## src/rtl/mcy_mutant_sweep_ctrl_if.sv

```systemverilog
// Result channel of the mutant sweep controller: one record per swept mutant,
// handed over with a valid/ready handshake.
interface mcy_mutant_sweep_ctrl_if #(
   parameter int unsigned MUTSEL_W = 8,
   parameter int unsigned VEC_W    = 10
);
   logic                res_valid_o;
   logic                res_ready_i;
   logic [MUTSEL_W-1:0] res_mutidx_o;
   logic                res_killed_o;
   logic [VEC_W-1:0]    res_kill_vec_o;

   // Controller side: produces results.
   modport master (
      output res_valid_o,
      output res_mutidx_o,
      output res_killed_o,
      output res_kill_vec_o,
      input  res_ready_i
   );

   // Consumer side: accepts results.
   modport slave (
      input  res_valid_o,
      input  res_mutidx_o,
      input  res_killed_o,
      input  res_kill_vec_o,
      output res_ready_i
   );
endinterface

```

## src/rtl/mcy_mutant_sweep_ctrl.sv

```systemverilog
// Mutation-coverage sweep controller for the mutated decoder harness.
// Walks mutant indices first..last, drives a reseeded Galois LFSR instruction
// stream into golden and mutated decoders, watches the external mismatch flag
// and reports killed/survived for every mutant over a valid/ready channel.
module mcy_mutant_sweep_ctrl #(
   parameter int unsigned MUTSEL_W  = 8,
   parameter int unsigned VEC_W     = 10,
   parameter int unsigned NUM_VECS  = 256,
   parameter logic [31:0] LFSR_SEED = 32'h1F2E_3D4C
) (
   input  logic                clk_i,
   input  logic                rst_i,
   input  logic                start_i,
   input  logic [MUTSEL_W-1:0] mut_first_i,
   input  logic [MUTSEL_W-1:0] mut_last_i,
   output logic [MUTSEL_W-1:0] mutsel_o,
   output logic [31:0]         instr_rdata_o,
   output logic                illegal_c_insn_o,
   input  logic                mismatch_i,
   mcy_mutant_sweep_ctrl_if.master res,
   output logic [MUTSEL_W:0]   killed_cnt_o,
   output logic [MUTSEL_W:0]   survived_cnt_o,
   output logic                busy_o,
   output logic                done_o,
   output logic                range_err_o
);
   localparam logic [31:0]         TAPS     = 32'h8020_0003;
   // One extra bit so the counter can hold NUM_VECS == 2**VEC_W.
   localparam int unsigned         CNT_W    = VEC_W + 1;
   localparam logic [CNT_W-1:0]    CNT_ONE  = CNT_W'(1);
   localparam logic [CNT_W-1:0]    LAST_VEC = CNT_W'(NUM_VECS - 1);
   localparam logic [MUTSEL_W-1:0] MUT_ONE  = MUTSEL_W'(1);
   localparam logic [MUTSEL_W:0]   RES_ONE  = (MUTSEL_W+1)'(1);

   typedef enum logic [2:0] {
      S_IDLE, S_SETUP, S_DRIVE, S_DRAIN, S_REPORT, S_DONE
   } state_t;

   state_t              state_reg;
   logic [MUTSEL_W-1:0] cur_reg;
   logic [MUTSEL_W-1:0] last_reg;
   logic [MUTSEL_W-1:0] mutsel_reg;
   logic [31:0]         lfsr_reg;
   logic [31:0]         lfsr_next;
   logic [31:0]         instr_reg;
   logic [CNT_W-1:0]    vec_cnt_reg;
   logic                killed_reg;
   logic [VEC_W-1:0]    kill_vec_reg;
   logic                res_valid_reg;
   logic [MUTSEL_W:0]   killed_cnt_reg;
   logic [MUTSEL_W:0]   survived_cnt_reg;
   logic                busy_reg;
   logic                done_reg;
   logic                range_err_reg;
   logic [MUTSEL_W-1:0] eff_first;
   logic [VEC_W-1:0]    prev_vec;

   // Right-shifting Galois LFSR step: feedback bit 0 is XORed into tapped positions.
   generate
      for (genvar gi = 0; gi < 32; gi++) begin : g_lfsr
         if (gi == 31) begin : g_top
            assign lfsr_next[gi] = TAPS[gi] & lfsr_reg[0];
         end else begin : g_mid
            assign lfsr_next[gi] = lfsr_reg[gi+1] ^ (TAPS[gi] & lfsr_reg[0]);
         end
      end
   endgenerate

   // Index 0 is the unmutated design and is never swept; a mismatch refers to the vector before vec_cnt.
   always_comb begin
      eff_first = (mut_first_i == '0) ? MUT_ONE : mut_first_i;
      prev_vec  = VEC_W'(vec_cnt_reg - CNT_ONE);
   end

   // Sweep sequencer with all outputs registered.
   always_ff @(posedge clk_i) begin
      if (rst_i) begin
         state_reg        <= S_IDLE;
         cur_reg          <= '0;
         last_reg         <= '0;
         mutsel_reg       <= '0;
         lfsr_reg         <= LFSR_SEED;
         instr_reg        <= '0;
         vec_cnt_reg      <= '0;
         killed_reg       <= 1'b0;
         kill_vec_reg     <= '0;
         res_valid_reg    <= 1'b0;
         killed_cnt_reg   <= '0;
         survived_cnt_reg <= '0;
         busy_reg         <= 1'b0;
         done_reg         <= 1'b0;
         range_err_reg    <= 1'b0;
      end else begin
         case (state_reg)
            S_IDLE, S_DONE: begin
               if (start_i) begin
                  killed_cnt_reg   <= '0;
                  survived_cnt_reg <= '0;
                  cur_reg          <= eff_first;
                  last_reg         <= mut_last_i;
                  if (mut_last_i < eff_first) begin
                     // Empty range: finish immediately without any result.
                     range_err_reg <= 1'b1;
                     done_reg      <= 1'b1;
                     busy_reg      <= 1'b0;
                     state_reg     <= S_DONE;
                  end else begin
                     range_err_reg <= 1'b0;
                     done_reg      <= 1'b0;
                     busy_reg      <= 1'b1;
                     state_reg     <= S_SETUP;
                  end
               end
            end
            S_SETUP: begin
               mutsel_reg   <= cur_reg;
               lfsr_reg     <= LFSR_SEED;
               vec_cnt_reg  <= '0;
               killed_reg   <= 1'b0;
               kill_vec_reg <= '0;
               state_reg    <= S_DRIVE;
            end
            S_DRIVE: begin
               if (vec_cnt_reg != '0 && mismatch_i) begin
                  // Early kill: freeze the stream on the offending vector.
                  killed_reg    <= 1'b1;
                  kill_vec_reg  <= prev_vec;
                  res_valid_reg <= 1'b1;
                  state_reg     <= S_REPORT;
               end else begin
                  instr_reg   <= {lfsr_reg[31:2], 2'b11};
                  lfsr_reg    <= lfsr_next;
                  vec_cnt_reg <= vec_cnt_reg + CNT_ONE;
                  if (vec_cnt_reg == LAST_VEC) begin
                     state_reg <= S_DRAIN;
                  end
               end
            end
            S_DRAIN: begin
               // Last chance to see a mismatch on the final vector.
               if (mismatch_i) begin
                  killed_reg   <= 1'b1;
                  kill_vec_reg <= prev_vec;
               end
               res_valid_reg <= 1'b1;
               state_reg     <= S_REPORT;
            end
            S_REPORT: begin
               if (res.res_ready_i) begin
                  res_valid_reg <= 1'b0;
                  if (killed_reg) begin
                     killed_cnt_reg <= killed_cnt_reg + RES_ONE;
                  end else begin
                     survived_cnt_reg <= survived_cnt_reg + RES_ONE;
                  end
                  if (cur_reg == last_reg) begin
                     // Comparing before incrementing keeps last == max index from wrapping.
                     mutsel_reg <= '0;
                     busy_reg   <= 1'b0;
                     done_reg   <= 1'b1;
                     state_reg  <= S_DONE;
                  end else begin
                     cur_reg   <= cur_reg + MUT_ONE;
                     state_reg <= S_SETUP;
                  end
               end
            end
            default: state_reg <= S_IDLE;
         endcase
      end
   end

   assign mutsel_o           = mutsel_reg;
   assign instr_rdata_o      = instr_reg;
   assign illegal_c_insn_o   = 1'b0;
   assign res.res_valid_o    = res_valid_reg;
   assign res.res_mutidx_o   = cur_reg;
   assign res.res_killed_o   = killed_reg;
   assign res.res_kill_vec_o = kill_vec_reg;
   assign killed_cnt_o       = killed_cnt_reg;
   assign survived_cnt_o     = survived_cnt_reg;
   assign busy_o             = busy_reg;
   assign done_o             = done_reg;
   assign range_err_o        = range_err_reg;
endmodule

```

## src/flat_wrapper.sv

```systemverilog
// flat-port wrapper written by rule: the top's interface ports become plain ports
module mcy_mutant_sweep_ctrl_flat 
#(
   parameter int unsigned MUTSEL_W  = 8,
   parameter int unsigned VEC_W     = 10,
   parameter int unsigned NUM_VECS  = 256,
   parameter logic [31:0] LFSR_SEED = 32'h1F2E_3D4C
)
  (clk_i, rst_i, start_i, mut_first_i, mut_last_i, mutsel_o, instr_rdata_o, illegal_c_insn_o, mismatch_i, killed_cnt_o, survived_cnt_o, busy_o, done_o, range_err_o, res_res_valid_o, res_res_mutidx_o, res_res_killed_o, res_res_kill_vec_o, res_res_ready_i);
  mcy_mutant_sweep_ctrl_if #(.MUTSEL_W(MUTSEL_W), .VEC_W(VEC_W)) res_i ();
  input  logic clk_i;
  input  logic rst_i;
  input  logic start_i;
  input  logic [MUTSEL_W-1:0] mut_first_i;
  input  logic [MUTSEL_W-1:0] mut_last_i;
  output logic [MUTSEL_W-1:0] mutsel_o;
  output logic [31:0] instr_rdata_o;
  output logic illegal_c_insn_o;
  input  logic mismatch_i;
  output logic [MUTSEL_W:0] killed_cnt_o;
  output logic [MUTSEL_W:0] survived_cnt_o;
  output logic busy_o;
  output logic done_o;
  output logic range_err_o;
  output wire logic [$bits(res_i.res_valid_o)-1:0] res_res_valid_o;
  output wire logic [$bits(res_i.res_mutidx_o)-1:0] res_res_mutidx_o;
  output wire logic [$bits(res_i.res_killed_o)-1:0] res_res_killed_o;
  output wire logic [$bits(res_i.res_kill_vec_o)-1:0] res_res_kill_vec_o;
  input wire logic [$bits(res_i.res_ready_i)-1:0] res_res_ready_i;
  assign res_res_valid_o = res_i.res_valid_o;
  assign res_res_mutidx_o = res_i.res_mutidx_o;
  assign res_res_killed_o = res_i.res_killed_o;
  assign res_res_kill_vec_o = res_i.res_kill_vec_o;
  assign res_i.res_ready_i = res_res_ready_i;
  mcy_mutant_sweep_ctrl #(.MUTSEL_W(MUTSEL_W), .VEC_W(VEC_W), .NUM_VECS(NUM_VECS), .LFSR_SEED(LFSR_SEED)) u_core (.clk_i(clk_i), .rst_i(rst_i), .start_i(start_i), .mut_first_i(mut_first_i), .mut_last_i(mut_last_i), .mutsel_o(mutsel_o), .instr_rdata_o(instr_rdata_o), .illegal_c_insn_o(illegal_c_insn_o), .mismatch_i(mismatch_i), .res(res_i), .killed_cnt_o(killed_cnt_o), .survived_cnt_o(survived_cnt_o), .busy_o(busy_o), .done_o(done_o), .range_err_o(range_err_o));
endmodule
```

## config.mk

```make
export PLATFORM = sky130hd
export DESIGN_NAME = mcy_mutant_sweep_ctrl_flat
export DESIGN_NICKNAME = d
export VERILOG_FILES = /design/src/rtl/mcy_mutant_sweep_ctrl_if.sv /design/src/rtl/mcy_mutant_sweep_ctrl.sv /design/src/flat_wrapper.sv
export SDC_FILE = /design/constraint.sdc
export NUM_CORES = 1
export LEC_CHECK = 0
export BUFFER_PORTS_ARGS = -buffer_cell sky130_fd_sc_hd__buf_4
export CORE_UTILIZATION = 27
export DETAILED_ROUTE_END_ITERATION = 8
export PLACE_DENSITY = 0.41
export SLEW_MARGIN = 15
export SYNTH_ARGS = -nofsm -noshare
export SYNTH_HDL_FRONTEND = slang
export SYNTH_SLANG_ARGS = --single-unit
```

## constraint.sdc

```tcl
create_clock -name clk_i -period 2.9 [get_ports clk_i]
set_clock_uncertainty 0.05 [all_clocks]
set_input_delay 0.58 -clock clk_i [delete_from_list [all_inputs] [get_ports clk_i]]
set_output_delay 0.58 -clock clk_i [all_outputs]
set_load 0.01 [all_outputs]
```

==> impl_metrics.csv, run 1 <==
group,metric,value,unit
timing,postLayoutSetupSlackWorst,0.208,ns
synthesis,netlist_instances,696,
route,viasPerCell,4.88,
global_route,overflow,0,
finish,fin_cells,1067,
cts,clkTransAtPathRegs,0.06,ns
setup_path,cp-end-kind,"flip-flop",
cts,clk_latency,0.42,ns
cts,htreeDepth,4,
timing,hold_viol,0,
cts,postCtsHoldBufs,0,
power,p_int,4190,uW
placed_design,dp_hpwl,11000,um
power,p_leak,0.00289,uW
route,antenna_left,0,
finish,largest_reg_flops,32,
synthesis,avgSynthCellArea,8.39,um2
setup_path,crit_fanout,13,
power,power_density,873,mW/mm2
timing,slew_viol_final,0,
power,p_sw_frac,0.353,
route,drtPass1Iterations,4,
finish,drive_gt1_frac,0.189,
finish,num_antenna_cells,0,
setup_path,timing.setup.critical_path_class,"reg -> reg",
timing,period_minus_slack,2.69,ns
global_route,first_global_vias,5127,
timing,worst_pin_slew,0.779,ns
power,seqPwrFrac,0.378,
synthesis,synth-edff-count,0,
timing,whs,0.375,ns
timing,max_clock_freq,371,MHz
timing,finalSetupViolCount,0,
cts,cts_tree,"built",
placed_design,dp_cells,1035,
route,wl_per_cell,15.0,um
setup_path,critPathMaxStageDelay,0.64,ns
floorplanning,die_w,149,um
placed_design,gp_congestion,0.834,
finish,finish.utilization,0.352,
floorplanning,die_y,149,um
cts,post-cts-setup-buffers,0,
setup_path,cp-start-kind,"flip-flop",
route,vias,5203,
route,wl,16000,um
cts,cts_buffer_depth,2,
timing,period_share,0.928,
placed_design,numPortBuffers,101,
finish,finalNetCount,813,
synthesis,yosysSeqAreaShare,0.459,
placed_design,place_ws,0.208,ns
synthesis,ys_ff_latch,134,
synthesis,synthesis.area,0.00584,mm2
floorplanning,rows,53,
synthesis,synth.net_count,730,
setup_path,slowest_stage,"or4b_2",
timing,slew_headroom,0.481,
setup_path,cp_data_arrival_time,2.98,ns
finish,regArea,0.00268,mm2
floorplanning,die_area,0.0222,mm2
power,clkPwrFrac,0.328,
floorplanning,core_area,0.0211,mm2
setup_path,critical_path.top_delay_family,"simple AND/OR/NAND/NOR gates",
timing,finalSetupTns,0,ns
floorplanning,top_level_ports,103,
global_route,grtUsageTotal,0.149,
setup_path,crit_buf_inv,1,
global_route,grt_pass1_wl,26000,um
setup_path,path_cells,"inv_1 > ha_1 > or4b_2 > o41ai_4 > a21oi_2 > or4_1 > a21oi_1",
power,ir_drop,0.000395,V
finish,multi_input_area,0.00289,mm2
finish,area_growth,27.1,%
route,drtIter0Drc,294,
timing,rsz0062_at_grt,"false",
cts,cts_sinks,134,
route,drc_errors,0,
power,p_comb_frac,0.295,
synthesis,synth_ff_type,"dfxtp_1",
finish,nFillCells,2223,
synthesis,ys.warnings.count,0,
cts,cts_made_buffers,17,
outcome,status,"completed",
global_route,grt_max_degree,73,
synthesis,ys_types,59,
floorplanning,start_util,0.277,
job,max-cap-violations,0,
power,p_switching,2290,uW
cts,cts_root_buffer,"clkbuf_16",
cts,cts_resized,0,
setup_path,worstPathRequired,3.19,ns
hold_path,holdCritPathClass,"in -> reg",
global_route,antenna_found_initial,0,
synthesis,async_flop_share,0,
[tightest hold or removal path, cell delays in order]
cell and delay, ns:
buf_4 0.09, mux2i_1 0.06, nor2_1 0.07
[logic make-up (layout without fill, tap and decap cells)]
family	count (synthesis)	count (layout)	share of synthesized area
fa+ha+maj	13	13	0.0278
mux	12	12	0.0210
buf+inv	66	162	0.0461
compound gates	175	175	0.190
flops	134	134	0.459
other cells	1	1	0.000642
simple gates	269	269	0.216
xor+xnor	26	26	0.0390
[cell usage after synthesis, types with 2 or more instances]
| library cell | instances | area share |
|---|---|---|
| or3_1 | 18 | 0.019 |
| a2111oi_0 | 2 | 0.0030 |
| a22oi_1 | 3 | 0.0039 |
| nand2_1 | 128 | 0.082 |
| a21o_1 | 2 | 0.0026 |
| clkbuf_1 | 34 | 0.022 |
| a32o_1 | 9 | 0.015 |
| o2111ai_1 | 4 | 0.0060 |
| a211oi_1 | 2 | 0.0026 |
| nand4_1 | 3 | 0.0032 |
| o31ai_1 | 13 | 0.017 |
| nor2_1 | 46 | 0.030 |
| ha_1 | 13 | 0.028 |
| and3_1 | 8 | 0.0086 |
| o21a_1 | 9 | 0.012 |
| and4_1 | 2 | 0.0030 |
| inv_1 | 20 | 0.013 |
| nor3_1 | 7 | 0.0060 |
| xor2_1 | 8 | 0.012 |
| nand3_1 | 17 | 0.015 |
| or4_1 | 12 | 0.015 |
| dfxtp_1 | 134 | 0.46 |
| xnor2_1 | 18 | 0.027 |
| o32ai_1 | 3 | 0.0045 |
| nor4_1 | 7 | 0.0075 |
| a21oi_1 | 97 | 0.083 |
| o311ai_0 | 4 | 0.0060 |
| o21ai_0 | 9 | 0.0077 |
| and2_1 | 5 | 0.0054 |
| nor3b_1 | 5 | 0.0064 |
| o21ai_1 | 4 | 0.0034 |
| nand2b_1 | 3 | 0.0032 |
| buf_4 | 3 | 0.0039 |
| nor2b_1 | 2 | 0.0021 |
| o211ai_1 | 2 | 0.0026 |
| mux2i_1 | 10 | 0.017 |
| buf_2 | 8 | 0.0069 |
[cell type report]
type / count / area share
repair buffers: 110 / 0.115
well taps: 275 / 0.0463
multi-input cells: 496 / 0.390
clock buffers: 18 / 0.0578
flip-flops and latches: 134 / 0.361
clock inverters: 14 / 0.0202
inverters: 20 / 0.0101
[final timing paths]
check	start	end	slack, ns	cells after the start
worst max register to register	u_core.vec_cnt_reg[1]	u_core.vec_cnt_reg[5]	0.21	7
worst min-delay path	mut_last_i[4]	u_core.last_reg[4]	0.37	3
worst max-delay path	u_core.vec_cnt_reg[1]	u_core.vec_cnt_reg[5]	0.21	7
worst min register to register	u_core.res.res_kill_vec_o[8]	u_core.res.res_kill_vec_o[8]	0.40	2
[power groups by stage]
stage	registers (uW)	clock network [uW]	logic [uW]
after floorplan	2450	0	1200
after global placement	2490	0	1890
after detailed placement	2490	0	1930
after CTS	2450	2190	1940
after global routing	2500	2280	2130
final	2450	2120	1910
[through the flow]
step           area, um2  power [uW]
5_1_grt             7430        6910
3_3_place_gp        6850        4380
6_report            7430        6480
2_1_floorplan       5840        3650
4_1_cts             7430        6580
3_5_place_dp        6850        4410
[cell usage in the layout, fill, tap and decap left out, drive strengths merged, types with 3 or more instances in the layout]
| master | count |
|---|---|
| mux2i | 10 |
| nand3 | 17 |
| o21a | 9 |
| a32o | 9 |
| or3 | 18 |
| nor3 | 7 |
| nand4 | 3 |
| buf | 110 |
| clkinvlp | 3 |
| o31ai | 13 |
| and3 | 8 |
| o2111ai | 4 |
| dfxtp | 134 |
| nand2 | 128 |
| inv | 24 |
| nor4 | 8 |
| o311ai | 4 |
| a22oi | 3 |
| clkbuf | 18 |
| a21oi | 98 |
| or4 | 12 |
| nor3b | 5 |
| o21ai | 13 |
| nand2b | 3 |
| xnor2 | 18 |
| nor2 | 46 |
| xor2 | 8 |
| clkinv | 5 |
| ha | 13 |
| and2 | 5 |
| o32ai | 3 |
[per-layer routing]
layer,wire [um],GRT usage
met5,0,0
met4,260,0.0577
met3,530,0.0336
met2,7460,0.238
met1,7800,0.194
No activity file was read; power rests on OpenSTA's default activity.
==> run 2, diff against run 1 <==
--- a/config.mk
+++ b/config.mk
@@ -6,9 +6,10 @@
 export NUM_CORES = 1
 export LEC_CHECK = 0
 export BUFFER_PORTS_ARGS = -buffer_cell sky130_fd_sc_hd__buf_4
-export CORE_UTILIZATION = 27
+export CORE_MARGIN = 2
+export CORE_UTILIZATION = 56
 export DETAILED_ROUTE_END_ITERATION = 8
-export PLACE_DENSITY = 0.41
+export PLACE_DENSITY = 0.77
 export SLEW_MARGIN = 15
 export SYNTH_ARGS = -nofsm -noshare
 export SYNTH_HDL_FRONTEND = slang
==> run 2 against run 1 <==
Compared with the run above: sequential share of layout area rose by 0.95 points; critical path depth increased by 1; wire length down 13%; worst setup slack worse by 0.057 ns; non-clock buffer count is 1 lower; final area fell by 2.6%; highest routed layer unchanged; critical path type unchanged.
==> impl_metrics.csv, run 2 (synthesis results as in run 1) <==
group,metric,value,unit
outcome,status,"completed",
cts,cts_sinks,134,
finish,final_cell_mix,"134 x dfxtp_1, 128 x nand2_1, 109 x buf_4",
placed_design,place_ws,0.215,ns
job,max-cap-violations,0,
timing,postLayoutSetupSlackWorst,0.150,ns
timing,slew_headroom,0.489,
power,p_sw_frac,0.369,
cts,cts_buffer_depth,2,
finish,num_antenna_cells,0,
power,p_total,6360,uW
setup_path,worstPathRequired,3.29,ns
timing,hold_viol,0,
floorplanning,die_y,106,um
global_route,antenna_found_initial,0,
cts,cts_root_buffer,"clkbuf_8",
setup_path,path_cells,"inv_1 > ha_1 > or4b_2 > o41a_1 > nor2_2 > buf_4 > nand2_1 > a21oi_1",
route,wl_per_cell,15.1,um
route,antenna_left,0,
setup_path,slowest_stage,"or4b_2",
timing,slew_viol_final,0,
setup_path,critPathMaxStageDelay,0.64,ns
setup_path,cp_data_arrival_time,3.14,ns
cts,cts_made_buffers,17,
route,drc_errors,0,
timing,rsz0062_at_grt,"false",
route,viasPerCell,5.73,
cts,htreeDepth,4,
finish,drive_gt1_frac,0.188,
hold_path,holdCritPathClass,"in -> reg",
timing,max_clock_freq,364,MHz
setup_path,timing.setup.critical_path_class,"reg -> reg",
finish,regArea,0.00268,mm2
finish,multi_input_area,0.00290,mm2
power,p_int,4010,uW
floorplanning,start_util,0.571,
cts,post-cts-setup-buffers,0,
finish,nFillCells,811,
floorplanning,die_area,0.0113,mm2
floorplanning,core_area,0.0102,mm2
setup_path,cp-start-kind,"flip-flop",
cts,clk_latency,0.52,ns
timing,finalSetupViolCount,0,
finish,area_growth,23.9,%
placed_design,numPortBuffers,101,
finish,finalNetCount,812,
route,wl,14000,um
power,power_density,879,mW/mm2
route,drtPass1Iterations,5,
cts,clkTransAtPathRegs,0.07,ns
global_route,first_global_vias,5082,
cts,cts_tree,"built",
global_route,grt_pass1_wl,23400,um
floorplanning,die_w,106,um
placed_design,gp_congestion,0.838,
global_route,grt_max_degree,49,
power,ir_drop,0.000476,V
floorplanning,rows,37,
power,seqPwrFrac,0.383,
finish,largest_reg_flops,32,
timing,period_minus_slack,2.75,ns
power,p_leak,0.00290,uW
route,vias,5315,
power,p_switching,2340,uW
timing,finalSetupTns,0,ns
setup_path,crit_fanout,34,
global_route,grtUsageTotal,0.254,
setup_path,cp-end-kind,"flip-flop",
timing,period_share,0.948,
route,drtIter0Drc,276,
floorplanning,top_level_ports,103,
timing,worst_pin_slew,0.762,ns
global_route,overflow,0,
power,clkPwrFrac,0.327,
finish,final_common_cell,"dfxtp_1",
power,p_comb_frac,0.290,
placed_design,dp_hpwl,9410,um
## run 2: cell types whose count changed in the layout (fill, tap and decap cells not counted), moves of 2 or more
cell        delta
inv_8          +6
clkinv_8       +4
clkinv_2       -3
clkinvlp_4     -3
buf_12         -2
bufinv_16      -2
## run 2: metal layers
layer,up-vias,GRT usage,wire length [um]
met5,-,0,0
met4,0,0.107,216
met3,25,0.0417,662
met2,166,0.433,6880
met1,2498,0.319,6200
li1,2626,-,-
## run 2: per-stage QoR
step           area (um2)  hold WS (ns)  utilization  instances
4_1_cts              7230         0.251        0.706        927
3_5_place_dp         6640         0.395        0.649        895
5_1_grt              7240         0.266        0.707        927
2_1_floorplan        5840         0.384            -        696
6_report             7240         0.264        0.707        927
3_3_place_gp         6640         0.389        0.649        895
## run 2: area by class of cell
class                   instances  share of cell area
multi-input cells             496               0.401
flip-flops and latches        134               0.371
repair buffers                109               0.113
clock buffers                  17              0.0572
clock inverters                15              0.0244
well taps                     136              0.0235
inverters                      20              0.0104
## run 2: final timing paths
path	startpoint	end	slack (ns)	cells after the start
hold reg to reg	u_core.res.res_kill_vec_o[8]	u_core.res.res_kill_vec_o[8]	0.40	2
setup / recovery	u_core.vec_cnt_reg[0]	u_core.instr_rdata_o[10]	0.15	8
hold / removal	mut_last_i[6]	u_core.last_reg[6]	0.26	3
setup reg to reg	u_core.vec_cnt_reg[0]	u_core.instr_rdata_o[10]	0.15	8
## run 2: worst max-delay path, delay by kind of cell (launching register included)
kind | cells | cell delay [ns]
compound gates | 2 | 0.59
simple gates | 3 | 0.98
fa+ha+maj | 1 | 0.15
buf+inv | 2 | 0.49
flops | 1 | 0.39
## run 2: power groups by stage
stage / logic (uW) / registers [uW] / clock network [uW]
2_1_floorplan: 1200 / 2450 / 0
3_3_place_gp: 1760 / 2450 / 0
3_5_place_dp: 1820 / 2460 / 0
4_1_cts: 1830 / 2430 / 2100
5_1_grt: 2050 / 2470 / 2200
6_report: 1840 / 2430 / 2080
## run 2: repair_timing
| item | in CTS | in global routing |
|---|---|---|
| endpoints found under the setup margin | 0 | 1 |
| resized for setup | 0 | 1 |
| hold buffers | 0 | 0 |
==> run 3, diff against run 2 <==
--- a/config.mk
+++ b/config.mk
@@ -10,6 +10,7 @@
 export CORE_UTILIZATION = 56
 export DETAILED_ROUTE_END_ITERATION = 8
 export PLACE_DENSITY = 0.77
+export SETUP_SLACK_MARGIN = 0.4
 export SLEW_MARGIN = 15
 export SYNTH_ARGS = -nofsm -noshare
 export SYNTH_HDL_FRONTEND = slang
==> run 3 against run 2 <==
Compared with the run above: via count up 1.2%; critical path depth down 1; non-clock buffer count grew 5; largest power group unchanged; final area up 0.92%; register-to-register slack better by 0.31 ns; worst setup slack improved by 0.31 ns.
==> impl_metrics.csv, run 3 (synthesis results as in run 1) <==
group,metric,value,unit
outcome,status,"completed",
global_route,overflow,0,
global_route,grtUsageTotal,0.255,
setup_path,path_cells,"inv_1 > ha_1 > or4b_4 > o41a_1 > nor2_4 > nand4_1 > mux2_1",
timing,slew_viol_final,0,
floorplanning,die_area,0.0113,mm2
placed_design,dp_cells,894,
placed_design,post_dp_cell_area,0.00663,mm2
route,drc_errors,0,
timing,worst_pin_slew,0.735,ns
setup_path,timing.setup.critical_path_class,"reg -> reg",
finish,fin_cells,932,
setup_path,cp_data_arrival_time,2.80,ns
timing,period_minus_slack,2.44,ns
route,antenna_left,0,
cts,clkTransAtPathRegs,0.06,ns
finish,num_antenna_cells,0,
cts,clk_latency,0.52,ns
timing,finalSetupViolCount,0,
finish,largest_reg_flops,32,
timing,max_clock_freq,410,MHz
finish,finalNetCount,817,
hold_path,min_path_cells,3,
route,vias,5378,
power,power_density,880,mW/mm2
route,wl_per_cell,15.4,um
setup_path,slowest_stage,"or4b_4",
setup_path,critPathMaxStageDelay,0.48,ns
finish,final_cell_mix,"130 x dfxtp_1, 127 x nand2_1, 111 x buf_4",
setup_path,worstPathRequired,3.26,ns
global_route,grt_pass1_wl,23600,um
cts,htreeDepth,4,
floorplanning,core_area,0.0102,mm2
floorplanning,top_level_ports,103,
cts,cts_sinks,134,
placed_design,numPortBuffers,101,
setup_path,reg2regPathDepth,7,
cts,cts_root_buffer,"clkbuf_8",
finish,final_common_cell,"dfxtp_1",
setup_path,cp-start-kind,"flip-flop",
global_route,first_global_vias,5155,
cts,cts_tree,"built",
finish,design_area,0.00730,mm2
timing,period_share,0.841,
route,drtPass1Iterations,7,
placed_design,gp_congestion,0.832,
route,wl,14400,um
global_route,grt_max_degree,73,
finish,area_growth,25.0,%
setup_path,cp-end-kind,"flip-flop",
finish,nFillCells,791,
cts,cts_buffer_depth,2,
cts,cts_made_buffers,17,
timing,slew_headroom,0.510,
hold_path,holdCritPathClass,"in -> reg",
global_route,antenna_found_initial,0,
floorplanning,die_w,106,um
power,ir_drop,0.000573,V
placed_design,dp_hpwl,9460,um
floorplanning,rows,37,
finish,drive_gt1_frac,0.202,
timing,rsz0062_at_grt,"false",
floorplanning,start_util,0.571,
timing,hold_viol,0,
route,drtIter0Drc,312,
power,p_leak,0.00291,uW
route,viasPerCell,5.77,
timing,finalSetupTns,0,ns
setup_path,crit_fanout,10,
job,max-cap-violations,0,
floorplanning,die_y,106,um
==> run 3: what timing repair did <==
action / in CTS / in global routing
hold buffers: 0 / 0
setup buffers: 5 / 1
gates cloned: 0 / 0
setup endpoints to repair: 51 / 93
pin swaps: 2 / 2
resized for setup: 5 / 12
==> run 3: worst max-delay path: cells and delay by family (launching register included) <==
family                   cells  cell delay, ns
flip-flops                   1            0.38
buffers and inverters        1            0.11
AO/OA/AOI/OAI                1            0.48
AND/OR/NAND/NOR              3            0.81
multiplexers                 1            0.33
adder cells (fa/ha/maj)      1            0.16
==> run 3: power by group <==
| part | switching (uW) | internal [uW] | total (uW) |
|---|---|---|---|
| Combinational | 1120 | 816 | 1940 |
| Sequential | 305 | 2150 | 2450 |
| Clock | 857 | 1180 | 2040 |
| Total | 2290 | 4140 | 6430 |
==> run 3: routing by layer <==
| layer | vias up | GRT usage | part of all wire |
|---|---|---|---|
| met3 | 21 | 0.0515 | 0.049 |
| met5 | - | 0 | 0 |
| met1 | 2553 | 0.323 | 0.43 |
| li1 | 2631 | - | - |
| met2 | 173 | 0.431 | 0.51 |
| met4 | 0 | 0.0930 | 0.014 |
==> run 3: final timing paths <==
kind | start | endpoint | slack [ns]
setup reg to reg | u_core.vec_cnt_reg[0] | u_core.vec_cnt_reg[10] | 0.46
setup / recovery | u_core.vec_cnt_reg[0] | u_core.vec_cnt_reg[10] | 0.46
hold reg to reg | u_core.res.res_kill_vec_o[9] | u_core.res.res_kill_vec_o[9] | 0.40
hold / removal | mut_last_i[5] | u_core.last_reg[5] | 0.27
==> run 3: through the flow <==
stage / worst slack [ns] / total power (uW) / utilization / hold slack (ns)
global placement: 0.416 / 4210 / 0.648 / 0.390
floorplan: 0.516 / 3660 / - / 0.384
global route: 0.383 / 6780 / 0.714 / 0.288
detailed placement: 0.311 / 4290 / 0.648 / 0.395
CTS: 0.408 / 6390 / 0.710 / 0.258
finish: 0.460 / 6430 / 0.714 / 0.270
==> run 3: final cells by class <==
type | count | area [um2] | share of cell area
Tap cell | 136 | 170 | 0.0233
Clock buffer | 18 | 428 | 0.0586
Timing Repair Buffer | 114 | 880 | 0.120
Inverter | 20 | 75.1 | 0.0103
Clock inverter | 14 | 141 | 0.0194
Sequential cell | 134 | 2690 | 0.368
Multi-Input combinational cell | 496 | 2920 | 0.400
